**src/rtl/bus_select_ctrl_if.sv**
```systemverilog
// Handshake/data bundle between a transfer requester and bus_select_ctrl (out_parity only with BUS_SELECT_CTRL_PARITY_EN).
// Latency: none, wiring only.
// Backpressure: carries per-channel in_valid/in_ready and the out_valid/out_ready pair.
interface bus_select_ctrl_if #(
    parameter int WIDTH = 17,
    parameter int NCH   = 2,
    parameter int CNT_W = 8
);
    localparam int SEL_W = $clog2(NCH);

    logic                 start;
    logic [SEL_W-1:0]     sel;
    logic [CNT_W-1:0]     len;
    logic                 abort;
    logic [NCH*WIDTH-1:0] in_data;
    logic [NCH-1:0]       in_valid;
    logic [NCH-1:0]       in_ready;
    logic [WIDTH-1:0]     out_data;
    logic                 out_valid;
    logic                 out_ready;
    logic                 busy;
    logic                 done;
    logic                 err;
`ifdef BUS_SELECT_CTRL_PARITY_EN
    logic                 out_parity;

    modport master (
        output start, sel, len, abort, in_data, in_valid, out_ready,
        input  in_ready, out_data, out_valid, busy, done, err, out_parity
    );
    modport slave (
        input  start, sel, len, abort, in_data, in_valid, out_ready,
        output in_ready, out_data, out_valid, busy, done, err, out_parity
    );
`else
    modport master (
        output start, sel, len, abort, in_data, in_valid, out_ready,
        input  in_ready, out_data, out_valid, busy, done, err
    );
    modport slave (
        input  start, sel, len, abort, in_data, in_valid, out_ready,
        output in_ready, out_data, out_valid, busy, done, err
    );
`endif
endinterface

```
**src/rtl/bus_select_ctrl.sv**
```systemverilog
// Moves len beats from one selected source channel to a registered output; optional out_parity via BUS_SELECT_CTRL_PARITY_EN.
// Latency: 1 cycle from input handshake to out_valid; done/err pulse one cycle after the deciding event.
// Backpressure: in_ready of the selected channel drops while the output register is full and out_ready is low.
module bus_select_ctrl #(
    parameter int WIDTH = 17,
    parameter int NCH   = 2,
    parameter int CNT_W = 8
) (
    input logic              clk,
    input logic              rst_n,
    bus_select_ctrl_if.slave bus
);
    localparam int SEL_W = $clog2(NCH);

    typedef enum logic [1:0] {IDLE, XFER, DRAIN} state_t;

    state_t             state_q, state_d;
    logic [SEL_W-1:0]   sel_q;
    logic [CNT_W-1:0]   cnt_q;
    logic               aborted_q;
    logic [WIDTH-1:0]   data_q;
    logic               valid_q;
    logic               done_q, err_q;
    logic               done_d, err_d;
    logic               load, set_abort;
    logic               sel_ok, out_free, xfer_rdy, accept;
    logic [NCH-1:0]     rdy;
    logic [WIDTH-1:0]   sel_data;

    assign sel_ok   = ({1'b0, bus.sel} < (SEL_W+1)'(NCH));
    assign out_free = !valid_q || bus.out_ready;
    // abort gates acceptance combinationally so no beat slips in on the abort cycle
    assign xfer_rdy = (state_q == XFER) && out_free && !bus.abort;
    assign sel_data = bus.in_data[int'(sel_q)*WIDTH +: WIDTH];

    always_comb begin
        rdy = '0;
        for (int k = 0; k < NCH; k++) begin
            rdy[k] = xfer_rdy && (sel_q == SEL_W'(k));
        end
    end

    assign accept = |(bus.in_valid & rdy);

    always_comb begin
        state_d   = state_q;
        load      = 1'b0;
        set_abort = 1'b0;
        done_d    = 1'b0;
        err_d     = 1'b0;
        case (state_q)
            IDLE: begin
                if (bus.start) begin
                    if (!sel_ok) begin
                        err_d = 1'b1;
                    end else if (bus.len == '0) begin
                        done_d = 1'b1;
                    end else begin
                        load    = 1'b1;
                        state_d = XFER;
                    end
                end
            end
            XFER: begin
                if (bus.abort) begin
                    set_abort = 1'b1;
                    state_d   = DRAIN;
                end else if (accept && (cnt_q == CNT_W'(1))) begin
                    state_d = DRAIN;
                end
            end
            DRAIN: begin
                if (out_free) begin
                    state_d = IDLE;
                    done_d  = 1'b1;
                    err_d   = aborted_q;
                end
            end
            default: state_d = IDLE;
        endcase
    end

    always_ff @(posedge clk or negedge rst_n) begin
        if (!rst_n) begin
            state_q   <= IDLE;
            sel_q     <= '0;
            cnt_q     <= '0;
            aborted_q <= 1'b0;
            done_q    <= 1'b0;
            err_q     <= 1'b0;
        end else begin
            state_q <= state_d;
            done_q  <= done_d;
            err_q   <= err_d;
            if (load) begin
                sel_q     <= bus.sel;
                cnt_q     <= bus.len;
                aborted_q <= 1'b0;
            end else if (accept) begin
                cnt_q <= cnt_q - CNT_W'(1);
            end
            if (set_abort) begin
                aborted_q <= 1'b1;
            end
        end
    end

    // Output register: loads on accept, otherwise holds until the beat is taken
    always_ff @(posedge clk or negedge rst_n) begin
        if (!rst_n) begin
            data_q  <= '0;
            valid_q <= 1'b0;
        end else if (accept) begin
            data_q  <= sel_data;
            valid_q <= 1'b1;
        end else if (bus.out_ready) begin
            valid_q <= 1'b0;
        end
    end

`ifdef BUS_SELECT_CTRL_PARITY_EN
    logic parity_q;

    always_ff @(posedge clk or negedge rst_n) begin
        if (!rst_n) begin
            parity_q <= 1'b0;
        end else if (accept) begin
            parity_q <= ^sel_data;
        end
    end

    assign bus.out_parity = parity_q;
`endif

    assign bus.in_ready  = rdy;
    assign bus.out_data  = data_q;
    assign bus.out_valid = valid_q;
    assign bus.busy      = (state_q != IDLE);
    assign bus.done      = done_q;
    assign bus.err       = err_q;
endmodule
```
**src/flat_wrapper.sv**
```systemverilog
// flat-port wrapper written by rule: the top's interface ports become plain ports
module bus_select_ctrl_flat 
#(
    parameter int WIDTH = 17,
    parameter int NCH   = 2,
    parameter int CNT_W = 8
)
  (clk, rst_n, bus_start, bus_sel, bus_len, bus_abort, bus_in_data, bus_in_valid, bus_out_ready, bus_in_ready, bus_out_data, bus_out_valid, bus_busy, bus_done, bus_err);
  bus_select_ctrl_if #(.WIDTH(WIDTH), .NCH(NCH), .CNT_W(CNT_W)) bus_i ();
  input logic clk;
  input logic rst_n;
  input wire logic [$bits(bus_i.start)-1:0] bus_start;
  input wire logic [$bits(bus_i.sel)-1:0] bus_sel;
  input wire logic [$bits(bus_i.len)-1:0] bus_len;
  input wire logic [$bits(bus_i.abort)-1:0] bus_abort;
  input wire logic [$bits(bus_i.in_data)-1:0] bus_in_data;
  input wire logic [$bits(bus_i.in_valid)-1:0] bus_in_valid;
  input wire logic [$bits(bus_i.out_ready)-1:0] bus_out_ready;
  output wire logic [$bits(bus_i.in_ready)-1:0] bus_in_ready;
  output wire logic [$bits(bus_i.out_data)-1:0] bus_out_data;
  output wire logic [$bits(bus_i.out_valid)-1:0] bus_out_valid;
  output wire logic [$bits(bus_i.busy)-1:0] bus_busy;
  output wire logic [$bits(bus_i.done)-1:0] bus_done;
  output wire logic [$bits(bus_i.err)-1:0] bus_err;
  assign bus_i.start = bus_start;
  assign bus_i.sel = bus_sel;
  assign bus_i.len = bus_len;
  assign bus_i.abort = bus_abort;
  assign bus_i.in_data = bus_in_data;
  assign bus_i.in_valid = bus_in_valid;
  assign bus_i.out_ready = bus_out_ready;
  assign bus_in_ready = bus_i.in_ready;
  assign bus_out_data = bus_i.out_data;
  assign bus_out_valid = bus_i.out_valid;
  assign bus_busy = bus_i.busy;
  assign bus_done = bus_i.done;
  assign bus_err = bus_i.err;
  bus_select_ctrl #(.WIDTH(WIDTH), .NCH(NCH), .CNT_W(CNT_W)) u_core (.clk(clk), .rst_n(rst_n), .bus(bus_i));
endmodule
```
**config.mk**
```make
export PLATFORM = sky130hd
export DESIGN_NAME = bus_select_ctrl_flat
export DESIGN_NICKNAME = d
export VERILOG_FILES = /design/src/rtl/bus_select_ctrl_if.sv /design/src/rtl/bus_select_ctrl.sv /design/src/flat_wrapper.sv
export SDC_FILE = /design/constraint.sdc
export NUM_CORES = 1
export LEC_CHECK = 0
export CORE_MARGIN = 2
export CORE_UTILIZATION = 60
export DETAILED_ROUTE_END_ITERATION = 8
export DONT_BUFFER_PORTS = 1
export PLACE_DENSITY = 0.78
export SLEW_MARGIN = 20
export SYNTH_ARGS = -nofsm -noshare
export SYNTH_HDL_FRONTEND = slang
export SYNTH_SLANG_ARGS = --single-unit
```
**constraint.sdc**
```tcl
create_clock -name clk -period 2.3 [get_ports clk]
set_input_delay 0.115 -clock clk [delete_from_list [all_inputs] [get_ports clk]]
set_output_delay 0.115 -clock clk [all_outputs]
set_load 0.05 [all_outputs]
```
==> results.py, run 1 <==
metrics = {
    "yosys": {
        "ys_seq_elements": 32,
        "synth_cell_types": 36,
        "yosysWarnings": 0,
        "synth_top_area_cell": "dfrtp_1",
        "ys_seq_area_share_pct": 50.0,
        "yosysTopAreaCellShare_pct": 50.0,
        "netlist_area_um2": 1600,
        "async_reset_ff_share_pct": 100,
        "yosys-top-cells-count": "dfrtp_1, nand2_1, mux2i_1, o21ai_1, inv_1",
        "synthFlopType": "dfrtp_1",
        "synth_edf_count": 0,
        "synth_fp_nets": 214,
        "avgSynthCellArea_um2": 9.89,
        "synth_most_common_cell": "dfrtp_1",
        "synth_top_cells_by_area": "dfrtp_1, mux2i_1, nand2_1",
        "netlist_instances": 162,
    },
    "setup_path": {
        "crit_path_start": "u_core.state_q[1]",
        "slowest_stage": "nand3_1",
        "end_kind": "flip-flop",
        "path_cells": "nor3b_2 -> nand3_1 -> and2_4 -> a221o_1",
        "cp-start-kind": "flip-flop",
        "slowest_delay_ns": 0.48,
        "r2r_start": "u_core.state_q[1]",
        "crit_arrival_ns": 2.22,
        "timing.critical_path.required_ns": 2.52,
        "crit_fanout": 16,
        "crit_type": "reg2reg",
    },
    "power_and_ir_drop": {
        "peakVddDrop_mv": 1.20,
        "p_per_area_nw_per_um2": 1380,
        "leakagePower_nw": 1.02,
    },
    "finish": {
        "num-nets-final": 261,
        "diodes": 0,
        "final_area_um2": 2170,
        "finalNonFillerCells": 240,
        "area_delta_synth_final_pct": 35.5,
        "drive_gt1_share_pct": 9.05,
        "fin_util_pct": 86.9,
    },
    "flow_run": {
        "max_cap_viol_count": 0,
    },
    "place": {
        "dp.cells": 189,
        "placedInstanceArea_um2": 1640,
        "gp_congestion": 0.870,
        "dpl.hpwl_um": 2520,
        "port_buffers": 0,
    },
    "clock_tree": {
        "cts_max_level": 2,
        "postCtsSetupRepairBufs": 0,
        "clockRootBuffer": "clkbuf_4",
        "cts_buffers": 5,
        "clockBufferDepth": 2,
        "cts_tree": "yes",
        "clock_latency_ns": 0.33,
        "clock-sinks": 32,
        "clkTransAtPathRegs_ns": 0.10,
    },
    "floorplanning": {
        "initial_utilization_pct": 64.1,
        "core.rowCount": 18,
        "core-area_um2": 2500,
        "dieArea_um2": 3100,
        "die_x_um": 55.7,
        "die_height_um": 55.7,
        "pin_count": 73,
    },
    "timing": {
        "setup_tns_ns": 0,
        "worst_pin_slew_ns": 0.560,
        "layout_min_cycle_time_ns": 2.00,
        "finClkSkew_ns": 0.00352,
        "max_freq_ghz": 0.499,
        "rsz0062_at_grt": "no",
        "report.final.slew_viol_count": 0,
        "setup_viol": 0,
        "fin_crit_sh_pct": 87.1,
        "max_slew_margin_pct": 62.5,
        "hold_violations": 0,
        "worst_hold_slack_ns": 0.00672,
    },
    "detailed_routing": {
        "wl_per_cell_um": 18.2,
        "viasPerCell": 6.03,
        "drt_iter0_drc": 49,
        "wirelength_um": 4370,
        "post-route-drc-count": 0,
        "num_vias": 1446,
        "antenna_left": 0,
        "firstDrtPassIters": 6,
    },
    "global_route": {
        "grt_max_degree": 33,
        "grt_overflow": 0,
        "grt_pass1_vias": 1515,
        "grt_pass1_wl_um": 7060,
        "grt_usage_pct": 29.6,
        "antenna_found_initial": 0,
    },
    "worst_hold_path": {
        "worstHoldStart": "bus_in_data[25]",
        "hold_class": "in2reg",
    },
    "outcome": {
        "status": "finished, final reports clean",
    },
}
-- final timing paths --
kind / end / cells after the start / slack, ns
min in group asynchronous: u_core.bus.out_data[7] / 2 / 0.24
max reg2reg: u_core.cnt_q[0] / 4 / 0.30
max in group asynchronous: u_core.bus.out_data[13] / 2 / 1.89
max: u_core.cnt_q[0] / 4 / 0.30
min reg2reg: u_core.aborted_q / 2 / 0.49
min: u_core.bus.out_data[8] / 2 / 0.007
-- sequential cells by signal, indices dropped and copies added (netlist names) --
register,cells
u_core.aborted_q,1
u_core.bus.done,1
u_core.bus.err,1
u_core.bus.out_data,17
u_core.bus.out_valid,1
u_core.cnt_q,8
u_core.sel_q,1
u_core.state_q,2
-- cells in the final DEF, fill, tap and decap left out, drive strengths merged, types with 3 or more instances in the layout --
cell type	netlist	layout
o21ai	19	19
nor2	5	5
nand3	6	6
dlygate4sd3	0	42
o211ai	3	3
nand2b	3	3
nor4	3	3
inv	7	7
clkbuf	3	7
nand2	30	30
dfrtp	32	32
buf	5	6
o22ai	3	3
nor3	3	3
mux2i	17	17
-- worst max-delay path, delay by kind of cell, from the launching register on --
family | cells | cell delay [ns]
AO/OA/AOI/OAI | 1 | 0.29
flip-flops | 1 | 0.45
AND/OR/NAND/NOR | 3 | 1.16
-- area by class of cell --
type                    count  area [um^2]
flip-flops and latches     32          801
multi-input cells         115          734
repair buffers             48          478
fillers                   113          328
clock buffers               7         65.1
well taps                  30         37.5
clock inverters             1         30.0
inverters                   7         26.3
-- cells by family after synthesis --
logic type,synth area share [%]
buffers and inverters,4.22
adders and majority gates,1.56
DFF,50.0
muxes,12.0
and+or+nand+nor,18.8
AOI/OAI and AO/OA,13.4
-- metal layers --
layer | global-route usage (%) | vias to the layer above | share of wire (%)
met2 | 55.6 | 77 | 54
met4 | 9.76 | 0 | 1.8
met3 | 8.84 | 8 | 7.7
li1 | - | 664 | -
met5 | 0 | - | 0
met1 | 31.1 | 697 | 36
-- through the flow --
stage	setup WS, ns	power, mW
after global placement	0.465	2.25
after detailed placement	0.328	2.31
after CTS	0.314	2.96
after floorplan	0.657	2.13
final	0.297	2.99
after global routing	0.194	3.14
-- what timing repair did --
action                    4_1_cts  5_1_grt
hold buffers                   43        0
hold endpoints to repair       59        0
resized for setup               0        0
-- power by group --
group	switching [mW]	leakage (nW)	internal, mW
sequential	0.715	0.399	0.795
clock	0.191	0.0515	0.289
combinational	0.527	0.566	0.473
total	1.43	1.02	1.56
No activity file was read; power rests on OpenSTA's default activity.
==> run 2: changes to the inputs <==
--- a/config.mk
+++ b/config.mk
@@ -6,10 +6,11 @@
 export NUM_CORES = 1
 export LEC_CHECK = 0
 export CORE_MARGIN = 2
-export CORE_UTILIZATION = 60
+export CORE_UTILIZATION = 46
+export CTS_CLUSTER_DIAMETER = 30
 export DETAILED_ROUTE_END_ITERATION = 8
 export DONT_BUFFER_PORTS = 1
-export PLACE_DENSITY = 0.78
+export PLACE_DENSITY = 0.63
 export SLEW_MARGIN = 20
 export SYNTH_ARGS = -nofsm -noshare
 export SYNTH_HDL_FRONTEND = slang
==> run 2 against run 1 <==
  * Routed wire length decreased by 3.4%
  * Clock skew grew 0.0069 ns
  * Global-route usage down 6.9 points
  * Count of clock-buffer cells in the layout fell by 1
  * Final cell count rose by 7.5%
  * Total power is 4.8% lower
  * Critical path depth rose by 1
  * Fmax increased by 5.8%
  * Via count decreased by 3.4%
  * Critical endpoint is now u_core.state_q[1]
==> results.py, run 2 (same netlist as run 1, synthesis figures left out) <==
metrics = {
    "outcome": {
        "status": "finished, final reports clean",
    },
    "finish": {
        "diodes": 0,
        "drive_gt1_share_pct": 8.96,
        "largest_register_ffs": 17,
        "layout_commonest_cell": "dlygate4sd3_1",
        "nFillCells": 280,
        "final_cell_mix": "dlygate4sd3_1, dfrtp_1, nand2_1, mux2i_1, o21ai_1",
        "final_area_um2": 2180,
        "area_delta_synth_final_pct": 35.9,
        "finalNonFillerCells": 258,
        "fin_util_pct": 65.3,
        "num-nets-final": 263,
    },
    "setup_path": {
        "crit_type": "reg2reg",
        "cp-start-kind": "flip-flop",
        "crit_arrival_ns": 2.14,
        "timing.critical_path.required_ns": 2.55,
        "end_kind": "flip-flop",
        "crit_fanout": 21,
    },
    "timing": {
        "finClkSkew_ns": 0.0104,
        "setup_tns_ns": 0,
        "hold_violations": 0,
        "worst_pin_slew_ns": 0.512,
        "setup_viol": 0,
        "report.final.slew_viol_count": 0,
        "max_slew_margin_pct": 66.0,
        "max_freq_ghz": 0.528,
        "fin_crit_sh_pct": 82.3,
        "layout_min_cycle_time_ns": 1.89,
        "rsz0062_at_grt": "no",
    },
    "floorplanning": {
        "pin_count": 73,
        "core.rowCount": 21,
        "dieArea_um2": 3970,
        "initial_utilization_pct": 48.0,
        "die_x_um": 63.0,
        "die_height_um": 63.0,
        "core-area_um2": 3340,
    },
    "global_route": {
        "grt_pass1_vias": 1432,
        "grt_pass1_wl_um": 6970,
        "grt_usage_pct": 22.7,
        "antenna_found_initial": 0,
        "grt_overflow": 0,
        "grt_max_degree": 33,
    },
    "place": {
        "port_buffers": 0,
        "placedInstanceArea_um2": 1660,
        "dp.cells": 205,
        "gp_congestion": 0.760,
        "dpl.hpwl_um": 2570,
    },
    "power_and_ir_drop": {
        "peakVddDrop_mv": 0.809,
        "p_per_area_nw_per_um2": 1310,
        "leakagePower_nw": 1.01,
    },
    "detailed_routing": {
        "wirelength_um": 4230,
        "wl_met3_um": 273,
        "wl_per_cell_um": 16.4,
        "wl_met1_um": 1640,
        "antenna_left": 0,
        "post-route-drc-count": 0,
        "viasPerCell": 5.41,
        "firstDrtPassIters": 4,
        "top_layer": "met4",
        "num_vias": 1397,
        "wl_met2_um": 2200,
        "drt_iter0_drc": 61,
    },
    "clock_tree": {
        "cts_repair_resize_count": 0,
        "clockBufferDepth": 2,
        "cts_max_level": 2,
        "clkTransAtPathRegs_ns": 0.10,
        "clockRootBuffer": "clkbuf_4",
        "clock_latency_ns": 0.34,
        "clock-sinks": 32,
        "cts_tree": "yes",
        "cts_buffers": 5,
    },
    "worst_hold_path": {
        "hold_class": "in2reg",
    },
    "flow_run": {
        "max_cap_viol_count": 0,
    },
}
run 2: cell types whose count changed in the layout (fill, tap and decap cells not counted), sizes merged:
cell / delta
clkinv: +2
dlygate4sd3: +2
bufinv: -1
clkbuf: -1
run 2: cell type report:
| type | instances | area (um^2) | area share, % |
|---|---|---|---|
| sequential | 32 | 801 | 36.8 |
| multi-input combinational | 115 | 734 | 33.7 |
| timing repair buffer | 50 | 498 | 22.9 |
| tap | 46 | 57.6 | 2.64 |
| clock buffer | 6 | 51.3 | 2.35 |
| inverter | 7 | 26.3 | 1.21 |
| clock inverter | 2 | 10.0 | 0.460 |
run 2: repair_timing:
item	CTS	global route
buffers inserted	0	0
hold buffers	45	0
hold endpoints to repair	59	0
run 2: report_power, final:
part / internal, mW / total (mW) / switching (mW)
registers: 0.795 / 1.51 / 0.718
clock network: 0.145 / 0.335 / 0.189
logic: 0.482 / 0.998 / 0.516
total: 1.42 / 2.85 / 1.42
run 2: through the flow:
step / hold WS, ns / setup WS [ns] / total power [mW]
3_3_place_gp: -0.180 / 0.489 / 2.27
3_5_place_dp: -0.180 / 0.432 / 2.31
2_1_floorplan: -0.181 / 0.657 / 2.13
5_1_grt: 0.0113 / 0.207 / 3.04
6_report: 0.0436 / 0.407 / 2.85
4_1_cts: 0.0233 / 0.401 / 2.83
run 2: routing by layer:
layer / track usage, % / vias to the layer above
met5: 0 / -
met4: 8.33 / 0
met3: 7.21 / 12
met2: 40.3 / 61
met1: 25.4 / 656
li1: - / 668
run 2: path summary, 6_finish.rpt:
check / from / to / slack (ns) / depth (start not counted)
worst min-delay path: bus_len[2] / u_core.cnt_q[2] / 0.04 / 2
min in group asynchronous: rst_n / u_core.cnt_q[6] / 0.23 / 2
worst max-delay path: u_core.state_q[1] / u_core.state_q[1] / 0.41 / 5
max in group asynchronous: rst_n / u_core.cnt_q[7] / 1.90 / 2
worst max register to register: u_core.state_q[1] / u_core.state_q[1] / 0.41 / 5
worst min register to register: u_core.aborted_q / u_core.bus.err / 0.51 / 2
run 2: worst max-delay path, cell delays in order, from the launching register on:
cell and delay [ns]:
dfrtp_1 0.45, nor3b_2 0.31, nand3_1 0.39, buf_4 0.34
o21a_1 0.20, o22ai_1 0.12
